<file path="config.mk">
export PLATFORM = sky130hd
export DESIGN_NAME = multicycle_ctrl
export DESIGN_NICKNAME = d
export VERILOG_FILES = /design/src/rtl/cpu_ctrl_pkg.sv /design/src/rtl/ctrl_decode.sv /design/src/rtl/multicycle_ctrl.sv
export SDC_FILE = /design/constraint.sdc
export NUM_CORES = 1
export LEC_CHECK = 0
export BUFFER_PORTS_ARGS = -buffer_cell sky130_fd_sc_hd__buf_2
export CORE_UTILIZATION = 30
export DETAILED_ROUTE_END_ITERATION = 10
export HOLD_SLACK_MARGIN = 0.12
export MAX_ROUTING_LAYER = met4
export PLACE_DENSITY_LB_ADDON = 0.25
export RECOVER_POWER = 25
export SLEW_MARGIN = 20
export SYNTH_ARGS = -nofsm -noshare
export SYNTH_HDL_FRONTEND = slang
export SYNTH_SLANG_ARGS = --single-unit
</file>
<file path="constraint.sdc">
create_clock -name clk -period 2.8 [get_ports clk]
set_input_delay 0.14 -clock clk [delete_from_list [all_inputs] [get_ports clk]]
set_output_delay 0.14 -clock clk [all_outputs]
set_load 0.05 [all_outputs]
</file>
<file path="src/rtl/cpu_ctrl_pkg.sv">
// Shared encodings for the multi-cycle MIPS-subset controller.
// Instruction fields, ALU operation codes, FSM states and instruction classes.
package cpu_ctrl_pkg;

    localparam logic [5:0] OP_RTYPE = 6'b000000;
    localparam logic [5:0] OP_ADDI  = 6'b001000;
    localparam logic [5:0] OP_LW    = 6'b100011;
    localparam logic [5:0] OP_SW    = 6'b101011;
    localparam logic [5:0] OP_MUL   = 6'b011100;
    localparam logic [5:0] FN_ADD   = 6'b100000;
    localparam logic [5:0] FN_SUB   = 6'b100010;

    localparam logic [2:0] ALU_ADD = 3'b000;
    localparam logic [2:0] ALU_SUB = 3'b001;
    localparam logic [2:0] ALU_MUL = 3'b111;

    typedef enum logic [2:0] {
        S_IF, S_ID, S_EXE, S_MEM, S_WB, S_TRAP
    } stateT;

    // NOP is the idle class held between reset and the first decode
    typedef enum logic [2:0] {
        C_NOP, C_ALU_R, C_ALU_I, C_LOAD, C_STORE, C_MUL, C_ILLEGAL
    } instrClassT;

endpackage

</file>
<file path="src/rtl/ctrl_decode.sv">
// Combinational opcode/funct decoder; its result is only meaningful
// while the controller is in ID.
module ctrl_decode
    import cpu_ctrl_pkg::*;
(
    input  logic [5:0]  opcode,
    input  logic [5:0]  funct,
    output instrClassT  instrClass,
    output logic [2:0]  aluOp,
    output logic        illegal
);

    always_comb begin
        instrClass = C_ILLEGAL;
        aluOp      = ALU_ADD;
        case (opcode)
            OP_RTYPE: begin
                if (funct == FN_ADD) begin
                    instrClass = C_ALU_R;
                end else if (funct == FN_SUB) begin
                    instrClass = C_ALU_R;
                    aluOp      = ALU_SUB;
                end
            end
            OP_ADDI: instrClass = C_ALU_I;
            OP_LW:   instrClass = C_LOAD;
            OP_SW:   instrClass = C_STORE;
            OP_MUL: begin
                instrClass = C_MUL;
                aluOp      = ALU_MUL;
            end
            default: instrClass = C_ILLEGAL;
        endcase
        illegal = (instrClass == C_ILLEGAL);
    end

endmodule

</file>
<file path="src/rtl/multicycle_ctrl.sv">
// Multi-cycle IF/ID/EXE/MEM/WB sequencer with mul/mem handshakes and
// sticky trap on illegal encodings or handshake timeouts.
module multicycle_ctrl
    import cpu_ctrl_pkg::*;
#(
    parameter int MUL_TIMEOUT = 32,
    parameter int MEM_TIMEOUT = 16,
    parameter int CNT_W       = 6
) (
    input  logic       clk,
    input  logic       reset,
    input  logic       run,
    input  logic [5:0] opcode,
    input  logic [5:0] funct,
    input  logic       mul_done,
    input  logic       mem_ready,
    output logic       PCWre,
    output logic       IRWre,
    output logic       ALUSrcB,
    output logic       DBDataSrc,
    output logic       RegWre,
    output logic       RegDst,
    output logic       mRD,
    output logic       mWR,
    output logic [2:0] ALUOp,
    output logic       mul_start,
    output logic       trap,
    output logic       busy
);

    // The last permitted wait cycle is TIMEOUT-1 because the entry cycle is count 0
    localparam logic [CNT_W-1:0] MUL_LAST = CNT_W'(MUL_TIMEOUT - 1);
    localparam logic [CNT_W-1:0] MEM_LAST = CNT_W'(MEM_TIMEOUT - 1);

    stateT            state;
    instrClassT       cls;
    logic [2:0]       aluOpQ;
    logic [CNT_W-1:0] waitCnt;

    instrClassT decClass;
    logic [2:0] decAluOp;
    logic       decIllegal;

    ctrl_decode uDecode (
        .opcode     (opcode),
        .funct      (funct),
        .instrClass (decClass),
        .aluOp      (decAluOp),
        .illegal    (decIllegal)
    );

    always_ff @(posedge clk) begin
        if (reset) begin
            state   <= S_IF;
            cls     <= C_NOP;
            aluOpQ  <= ALU_ADD;
            waitCnt <= '0;
        end else begin
            case (state)
                S_IF: if (run) state <= S_ID;
                S_ID: begin
                    cls     <= decClass;
                    aluOpQ  <= decAluOp;
                    waitCnt <= '0;
                    state   <= decIllegal ? S_TRAP : S_EXE;
                end
                S_EXE: begin
                    if (cls == C_MUL) begin
                        if (mul_done)               state   <= S_WB;
                        else if (waitCnt == MUL_LAST) state <= S_TRAP;
                        else                        waitCnt <= waitCnt + 1'b1;
                    end else if (cls == C_LOAD || cls == C_STORE) begin
                        waitCnt <= '0;
                        state   <= S_MEM;
                    end else begin
                        state <= S_WB;
                    end
                end
                S_MEM: begin
                    if (mem_ready)                state   <= (cls == C_LOAD) ? S_WB : S_IF;
                    else if (waitCnt == MEM_LAST) state   <= S_TRAP;
                    else                          waitCnt <= waitCnt + 1'b1;
                end
                S_WB:    state <= S_IF;
                S_TRAP:  state <= S_TRAP;
                default: state <= S_TRAP;
            endcase
        end
    end

    // Strobes follow registered state/class; only IRWre and the sw PCWre see inputs
    always_comb begin
        PCWre     = 1'b0;
        IRWre     = 1'b0;
        ALUSrcB   = 1'b0;
        DBDataSrc = 1'b0;
        RegWre    = 1'b0;
        RegDst    = 1'b0;
        mRD       = 1'b0;
        mWR       = 1'b0;
        ALUOp     = 3'b000;
        mul_start = 1'b0;
        trap      = 1'b0;
        busy      = 1'b0;
        if (!reset) begin
            busy = (state != S_IF);
            if (state inside {S_EXE, S_MEM, S_WB}) begin
                ALUOp   = aluOpQ;
                ALUSrcB = cls inside {C_ALU_I, C_LOAD, C_STORE};
            end
            case (state)
                S_IF:  IRWre = run;
                S_EXE: mul_start = (cls == C_MUL) && (waitCnt == '0);
                S_MEM: begin
                    mRD   = (cls == C_LOAD);
                    mWR   = (cls == C_STORE);
                    PCWre = (cls == C_STORE) && mem_ready;
                end
                S_WB: begin
                    RegWre    = 1'b1;
                    PCWre     = 1'b1;
                    RegDst    = cls inside {C_ALU_R, C_MUL};
                    DBDataSrc = (cls == C_LOAD);
                end
                S_TRAP:  trap = 1'b1;
                default: ;
            endcase
        end
    end

endmodule

</file>
==> flow_summary.ini, run 1 <==
[synthesis]
synth-main-ff-cell = dfxtp_1
yosysWarningCount = 0
syn_area_um2 = 1120
asyncSetResetFlopFracSynth_pct = 0
syn_inst = 149
synth_edf_count = 0
ys_ff_latch = 14
synth.avg_cell_area_um2 = 7.53
ys_types = 49
ys_seq_area_share_pct = 25.0
synthesis.nets = 168

[timing]
final-hold-violation-count = 0
finalCritPeriodShare_pct = 72.5
drv_slew = 0
setup_violations = 0
fin_crit_ns = 2.03
max_slew_margin_pct = 57.5
tightest_slew_ns = 0.630
fmax_mhz = 493
setup_ws_ns = 0.771
fin_worst_skew_ns = 0.00794
finalSetupTns_ns = 0
rsz0062_at_grt = false

[grt]
grt_max_degree = 17
grt_pass1_vias = 1146
overflow = 0
grt.total_usage_pct = 16.4
antenna_found_initial = 0
grt_first_pass_wirelength_mm = 5.09

[finish]
final_core_util_pct = 38.4
drive_gt1_share_pct = 22.4
layoutNonFillerInstCount = 220
regArea_um2 = 280
fill_cells = 387
area_delta_synth_final_pct = 18.6
n_antenna_cell = 0
multi_input_area_um2 = 773
nets = 195

[worst_setup_path]
critical_path.top_delay_family = compound AO/OA/AOI/OAI gates
path_buf_inv = 0
cp-end-kind = flop
cp.arrival_ns = 2.16
cpMaxStageDelayCell = or3_1
path_class = flop to flop
crit_required_ns = 2.93
max_stage_delay_ns = 0.35
crit_chain = ha_1 -> and4b_4 -> a311oi_4 -> o211ai_4 -> o211a_1 -> or3_1
cp_max_fo = 9
startpoint_type = flop

[clock_network]
clk_latency_ns = 0.25
cts_num_sinks = 14
cts_hold_buf = 0
cts_setup_buffers = 0
htreeDepth = 1
clk_path_buf_depth = 2
ctsResizeCount = 0
path_clk_slew_ns = 0.06
numCtsBuffers = 3
cts_tree = done
cts_root_buf = clkbuf_8

[detailed_routing]
num_vias = 1218
first_pass_iters = 4
vias_per_cell = 5.54
ant_nets = 0
drc = 0
drt_iter0_drc = 111
routed_wl_mm = 3.03
wire_per_inst_um = 13.8

[floorplan]
start_util_pct = 32.4
die_area_um2 = 3990
fp.dieW_um = 63.2
fp.dieH_um = 63.2
core.rowCount = 21
ios = 31
fp.coreArea_um2 = 3470

[pwr]
powerDensity_nw_per_um2 = 397
leakagePower_nw = 0.538
peakVddDrop_uv = 125

[status]
status = finished clean

[placed_design]
dp_cells = 217
gp_congestion = 0.890
post-dp-hpwl_mm = 2.32
dp_slack_ns = 0.789
io_buffers = 30

[run]
cap_violations = 0

[hold_path]
hold_class = primary input to flop
==> cell usage in the layout, fill, tap and decap left out, types with 5 or more instances in the layout <==
| cell type | n |
|---|---|
| dfxtp_1 | 14 |
| nand3_1 | 7 |
| a21oi_1 | 6 |
| nor3_1 | 8 |
| nor2_1 | 20 |
| nand2_1 | 12 |
| o21ai_0 | 5 |
| buf_2 | 26 |
| inv_1 | 6 |
| and3_1 | 6 |
==> final timing paths <==
path	start	endpoint	slack [ns]	cells past startpoint
max	waitCnt[0]$_SDFFE_PP0P_	waitCnt[4]$_SDFFE_PP0P_	0.77	6
min	opcode[3]	cls[1]$_SDFFE_PP0P_	0.17	2
max reg2reg	waitCnt[0]$_SDFFE_PP0P_	waitCnt[4]$_SDFFE_PP0P_	0.77	6
min reg2reg	aluOpQ[0]$_SDFFE_PP0P_	aluOpQ[0]$_SDFFE_PP0P_	0.44	2
==> cell families (layout without fill, tap and decap cells) <==
group	Yosys count	after routing	share of synthesized area, %
fa+ha+maj	2	2	2.23
simple gates	77	77	36.2
mux	1	1	0.892
flops	14	14	25.0
compound gates	39	39	29.3
buf+inv	16	41	6.35
==> synth_stat cells, types with 2 or more instances <==
library cell | n | share of area [%]
o31ai_1 | 2 | 1.3
nand2b_1 | 3 | 1.7
nand2_1 | 12 | 4.0
nor2_1 | 20 | 6.7
or3_1 | 4 | 2.2
nand3b_1 | 3 | 2.0
nor2b_1 | 3 | 1.7
nor4_1 | 2 | 1.1
o21a_1 | 3 | 2.0
dfxtp_1 | 14 | 25
a31o_1 | 3 | 2.3
o21ai_0 | 5 | 2.2
nand3_1 | 7 | 3.1
a211oi_1 | 2 | 1.3
nor3_1 | 8 | 3.6
or2_2 | 2 | 1.1
clkbuf_1 | 4 | 1.3
buf_4 | 2 | 1.3
buf_2 | 3 | 1.3
a221oi_1 | 2 | 1.6
a21oi_1 | 6 | 2.7
and3_1 | 6 | 3.3
a31oi_1 | 2 | 1.1
ha_1 | 2 | 2.2
inv_1 | 5 | 1.7
==> layout make-up <==
type | instances | share of cell area, %
timing repair buffer | 31 | 11.5
multi-input combinational | 119 | 58.1
clock buffer | 3 | 3.10
tap | 46 | 4.32
inverter | 7 | 1.97
sequential | 14 | 21.1
==> sequential cells by signal (all words and copies together), names as in the netlist <==
register,count
cls,3
state,3
aluOpQ,2
waitCnt,6
==> metal layers <==
metal	vias up	routed length, µm	GRT usage [%]
met5	-	0	-
met4	0	44	6.10
met3	5	151	2.36
met2	40	1510	28.0
met1	569	1320	19.4
li1	604	-	-
==> through the flow <==
stage	total power, mW	hold slack [ns]	cell area, µm²
floorplan	0.329	0.252	1120
global placement	0.362	0.415	1290
detailed placement	0.366	0.425	1290
CTS	0.532	0.169	1340
global route	0.561	0.189	1330
finish	0.528	0.175	1330
==> power breakdown <==
part	total, mW	switching [mW]	internal (mW)
clock network	0.167	0.0718	0.0952
logic	0.126	0.0818	0.0445
registers	0.235	0.0265	0.209
total	0.528	0.180	0.348
(Power assumes the default switching activity.)
==> inputs of run 2 (changes only) <==
Clock period 2.8 ns to 1.7 ns, I/O delays scaled along.
==> run 2 against run 1 <==
  * The run now ends with negative setup slack left
  * Worst setup slack got worse by 0.85 ns
  * Clock-buffer cell count increased by 1
  * Non-clock buffer count increased by 27
  * Design area increased by 30%
  * Sequential cell count unchanged
  * Critical path depth unchanged
  * Final cell count increased by 13%
==> flow_summary.ini, run 2 (synthesis results as in run 1) <==
[status]
status = complete, but fails checks
violations = negative setup slack

[floorplan]
die_area_um2 = 3990
core.rowCount = 21
ios = 31
fp.coreArea_um2 = 3470
fp.dieH_um = 63.2
start_util_pct = 32.4
fp.dieW_um = 63.2

[worst_setup_path]
cp-end-kind = flop
cp_max_fo = 6
crit_chain = ha_4 -> and4b_4 -> a311oi_4 -> o211ai_4 -> o211a_1 -> or3_1
cpMaxStageDelayCell = dfxtp_2
max_stage_delay_ns = 0.34
startpoint_type = flop
cp.arrival_ns = 1.92
crit_required_ns = 1.84
path_buf_inv = 0
path_class = flop to flop
critical_path.top_delay_family = compound AO/OA/AOI/OAI gates

[finish]
largest_reg_flops = 6
fin_area_um2 = 1720
top_regs = waitCnt x6, cls x3, state x3
top_register = waitCnt
fill_cells = 334
nets = 222
final_common_cell = buf_4
most-common-layout-cells = buf_4, buf_2, nor2_1
n_antenna_cell = 0
area_delta_synth_final_pct = 53.6
drive_gt1_share_pct = 45.5
final_core_util_pct = 49.7
regArea_um2 = 287
multi_input_area_um2 = 890

[placed_design]
dp_slack_ns = -0.169
dpl_cell_area_um2 = 1530
post-dp-hpwl_mm = 2.55
io_buffers = 30
gp_congestion = 0.840

[grt]
antenna_found_initial = 0
grt_first_pass_wirelength_mm = 5.46
grt_pass1_vias = 1252
grtUsageMet1_pct = 21.2
grt_max_degree = 12
use_met2_pct = 28.8
overflow = 0
grt.total_usage_pct = 17.9
top_usage_layer = met2
met3_usage_pct = 2.90

[timing]
drv_slew = 0
max_slew_margin_pct = 66.1
setup_ws_ns = -0.0769
final-hold-violation-count = 0
setup_violations = 6
tightest_slew_ns = 0.502
fin_crit_ns = 1.78
finalCritPeriodShare_pct = 105
rsz0062_at_grt = true
fmax_mhz = 563
fin_worst_skew_ns = 0.00185

[detailed_routing]
routed_wl_mm = 3.21
drc = 0
wire_per_inst_um = 13.0
first_pass_iters = 4
drt_iter0_drc = 53
vias_per_cell = 5.41
num_vias = 1341
ant_nets = 0

[pwr]
peakVddDrop_uv = 371
leakagePower_nw = 0.713
powerDensity_nw_per_um2 = 588

[clock_network]
clk_latency_ns = 0.25
cts_root_buf = clkbuf_8
clk_path_buf_depth = 2
cts_num_sinks = 14
path_clk_slew_ns = 0.07
numCtsBuffers = 3
htreeDepth = 1
cts_tree = done

[run]
cap_violations = 0

[hold_path]
hold_class = primary input to flop
## run 2: final timing paths
check	startpoint	to	slack (ns)	cells after the start
worst max register to register	waitCnt[1]$_SDFFE_PP0P_	waitCnt[4]$_SDFFE_PP0P_	-0.08	6
worst max-delay path	waitCnt[1]$_SDFFE_PP0P_	waitCnt[4]$_SDFFE_PP0P_	-0.08	6
worst min-delay path	reset	aluOpQ[1]$_SDFFE_PP0P_	0.19	2
worst min register to register	aluOpQ[0]$_SDFFE_PP0P_	aluOpQ[0]$_SDFFE_PP0P_	0.46	2
## run 2: repair_timing
action,4_1_cts,5_1_grt
resized for setup,17,20
pin swaps,6,6
hold endpoints to repair,1,0
buffers inserted,0,1
hold buffers,1,0
setup endpoints to repair,16,16
## run 2: metrics by stage
stage | TNS (ns) | hold slack (ns) | std cells | total power, mW
after CTS | -0.320 | 0.178 | 247 | 1.01
after floorplan | -1.75 | 0.197 | 149 | 0.550
after global placement | -0.477 | 0.365 | 242 | 0.659
final | -0.182 | 0.195 | 248 | 1.01
after global routing | -0.601 | 0.237 | 248 | 1.06
after detailed placement | -0.653 | 0.370 | 242 | 0.661
## run 2: layer usage
metal / vias to the layer above / part of all wire [%] / routed length, µm
met3: 9 / 4.7 / 151
met5: - / 0 / 0
li1: 664 / - / -
met1: 624 / 47 / 1500
met2: 44 / 46 / 1460
met4: 0 / 3.1 / 101
## run 2: power breakdown
| part | switching [mW] | total [mW] | internal [mW] |
|---|---|---|---|
| logic | 0.184 | 0.312 | 0.128 |
| clock network | 0.139 | 0.345 | 0.206 |
| registers | 0.0144 | 0.356 | 0.342 |
## run 2: final cells by class
type,instances,area share [%]
flip-flops and latches,14,16.6
repair buffers,58,23.7
clock buffers,4,3.19
well taps,46,3.34
multi-input cells,119,51.6
inverters,7,1.52
==> inputs of run 3 (changes only) <==
Settings changed: MAX_ROUTING_LAYER met4 to default, SKIP_LAST_GASP from default to 1.
==> run 3 against run 2 <==
  * The flow still finishes with violations (negative setup slack)
  * Highest routed layer unchanged
  * Sequential cell count stayed put
  * Wire length rose by 0.12%
  * Design area is 0.29% lower
  * Combinational power hardly changed
==> flow_summary.ini, run 3 (synthesis results as in run 1) <==
[timing]
setup_ws_ns = -0.0743
drv_slew = 0
tightest_slew_ns = 0.490
setup_violations = 6
final-hold-violation-count = 0
rsz0062_at_grt = true
max_slew_margin_pct = 66.9
fin_crit_ns = 1.77
finalSetupTns_ns = -0.358
fmax_mhz = 564
fin_worst_skew_ns = 0.00282
finalCritPeriodShare_pct = 104
holdWs_ns = 0.194

[worst_setup_path]
crit_required_ns = 1.84
cp.arrival_ns = 1.92
worst-r2r-setup-slack_ns = -0.07
startpoint_type = flop
rr_worst_depth = 6
reg2reg_from = waitCnt[1]$_SDFFE_PP0P_
path_class = flop to flop
r2r_end = waitCnt[4]$_SDFFE_PP0P_
cp_max_fo = 6
cp-end-kind = flop

[floorplan]
fp.dieW_um = 63.2
start_util_pct = 32.4
die_area_um2 = 3990
core.rowCount = 21
ios = 31
fp.coreArea_um2 = 3470
fp.dieH_um = 63.2

[status]
violations = negative setup slack
status = complete, but fails checks

[finish]
nets = 222
drive_gt1_share_pct = 45.5
top_register = waitCnt
layoutNonFillerInstCount = 248
area_delta_synth_final_pct = 53.2
top_regs = waitCnt x6, cls x3, state x3
largest_reg_flops = 6
n_antenna_cell = 0
final_common_cell = buf_4
most-common-layout-cells = buf_4, buf_2, nor2_1

[detailed_routing]
ant_nets = 0
routed_wl_mm = 3.22
num_vias = 1332
vias_per_cell = 5.37
first_pass_iters = 4
drt_iter0_drc = 56
wire_per_inst_um = 13.0
drc = 0

[clock_network]
cts_num_sinks = 14
clk_path_buf_depth = 2
path_clk_slew_ns = 0.07
cts_tree = done
cts_root_buf = clkbuf_8
htreeDepth = 1
numCtsBuffers = 3
clk_latency_ns = 0.25

[run]
cap_violations = 0

[grt]
grt.total_usage_pct = 17.4
antenna_found_initial = 0
grt_pass1_vias = 1252
grt_max_degree = 12
grt_first_pass_wirelength_mm = 5.46
overflow = 0

[hold_path]
hold_class = primary input to flop
hp-start = reset
holdPathStages = 2
hold-path-endpoint = aluOpQ[1]$_SDFFE_PP0P_

[placed_design]
post-dp-hpwl_mm = 2.55
dp_slack_ns = -0.169
dp_cells = 242
gp_congestion = 0.828
io_buffers = 30

[pwr]
peakVddDrop_uv = 371
leakagePower_nw = 0.713
powerDensity_nw_per_um2 = 590
[run 3: where the power goes]
group	leakage [nW]	switching [mW]	internal [mW]	total [mW]
Clock	0.0288	0.138	0.206	0.344
Sequential	0.116	0.0153	0.342	0.357
Combinational	0.568	0.185	0.129	0.313
Total	0.713	0.338	0.676	1.01
[run 3: cell type report]
| class | instances | area, µm² |
|---|---|---|
| inverters | 7 | 26.3 |
| multi-input cells | 119 | 885 |
| well taps | 46 | 57.6 |
| repair buffers | 58 | 409 |
| clock buffers | 4 | 55.1 |
| flip-flops and latches | 14 | 287 |
| fillers | 331 | 1750 |
[run 3: repair_timing]
action                                  in CTS  in global routing
endpoints found under the hold margin        1                  0
pin swaps                                    6                  1
hold buffers                                 1                  0
endpoints found under the setup margin      16                 16
resized for setup                           16                 20
cloned                                       0                  0
setup buffers                                0                  1
[run 3: critical path, stage by stage, from the launching register on]
cell and delay, ns:
dfxtp_2 0.34, ha_4 0.15, and4b_4 0.20, a311oi_4 0.30
o211ai_4 0.15, o211a_1 0.23, or3_1 0.29
[run 3: how the worst max path moves through the flow]
stage / from / end / slack, ns / depth (start not counted)
global placement: waitCnt[0]$_SDFFE_PP0P_ / waitCnt[4]$_SDFFE_PP0P_ / -0.15 / 6
global route: waitCnt[1]$_SDFFE_PP0P_ / waitCnt[4]$_SDFFE_PP0P_ / -0.13 / 6
floorplan: state[1]$_SDFFE_PP0P_ / DBDataSrc / -0.25 / 6
CTS: waitCnt[1]$_SDFFE_PP0P_ / waitCnt[4]$_SDFFE_PP0P_ / -0.07 / 6
detailed placement: waitCnt[0]$_SDFFE_PP0P_ / waitCnt[4]$_SDFFE_PP0P_ / -0.17 / 6
finish: waitCnt[1]$_SDFFE_PP0P_ / waitCnt[4]$_SDFFE_PP0P_ / -0.07 / 6
[run 3: through the flow]
step / area [µm²] / util [%] / power [mW]
final: 1720 / 49.6 / 1.01
after global routing: 1720 / 49.6 / 1.06
after CTS: 1650 / 47.5 / 1.01
after detailed placement: 1530 / 44.2 / 0.661
after global placement: 1530 / 44.2 / 0.659
after floorplan: 1180 / - / 0.550
[run 3: metal layers]
layer / track usage, % / routed length (µm)
met1: 21.1 / 1490
met2: 28.9 / 1480
met3: 2.90 / 149
met4: 9.59 / 101
met5: 0 / 0
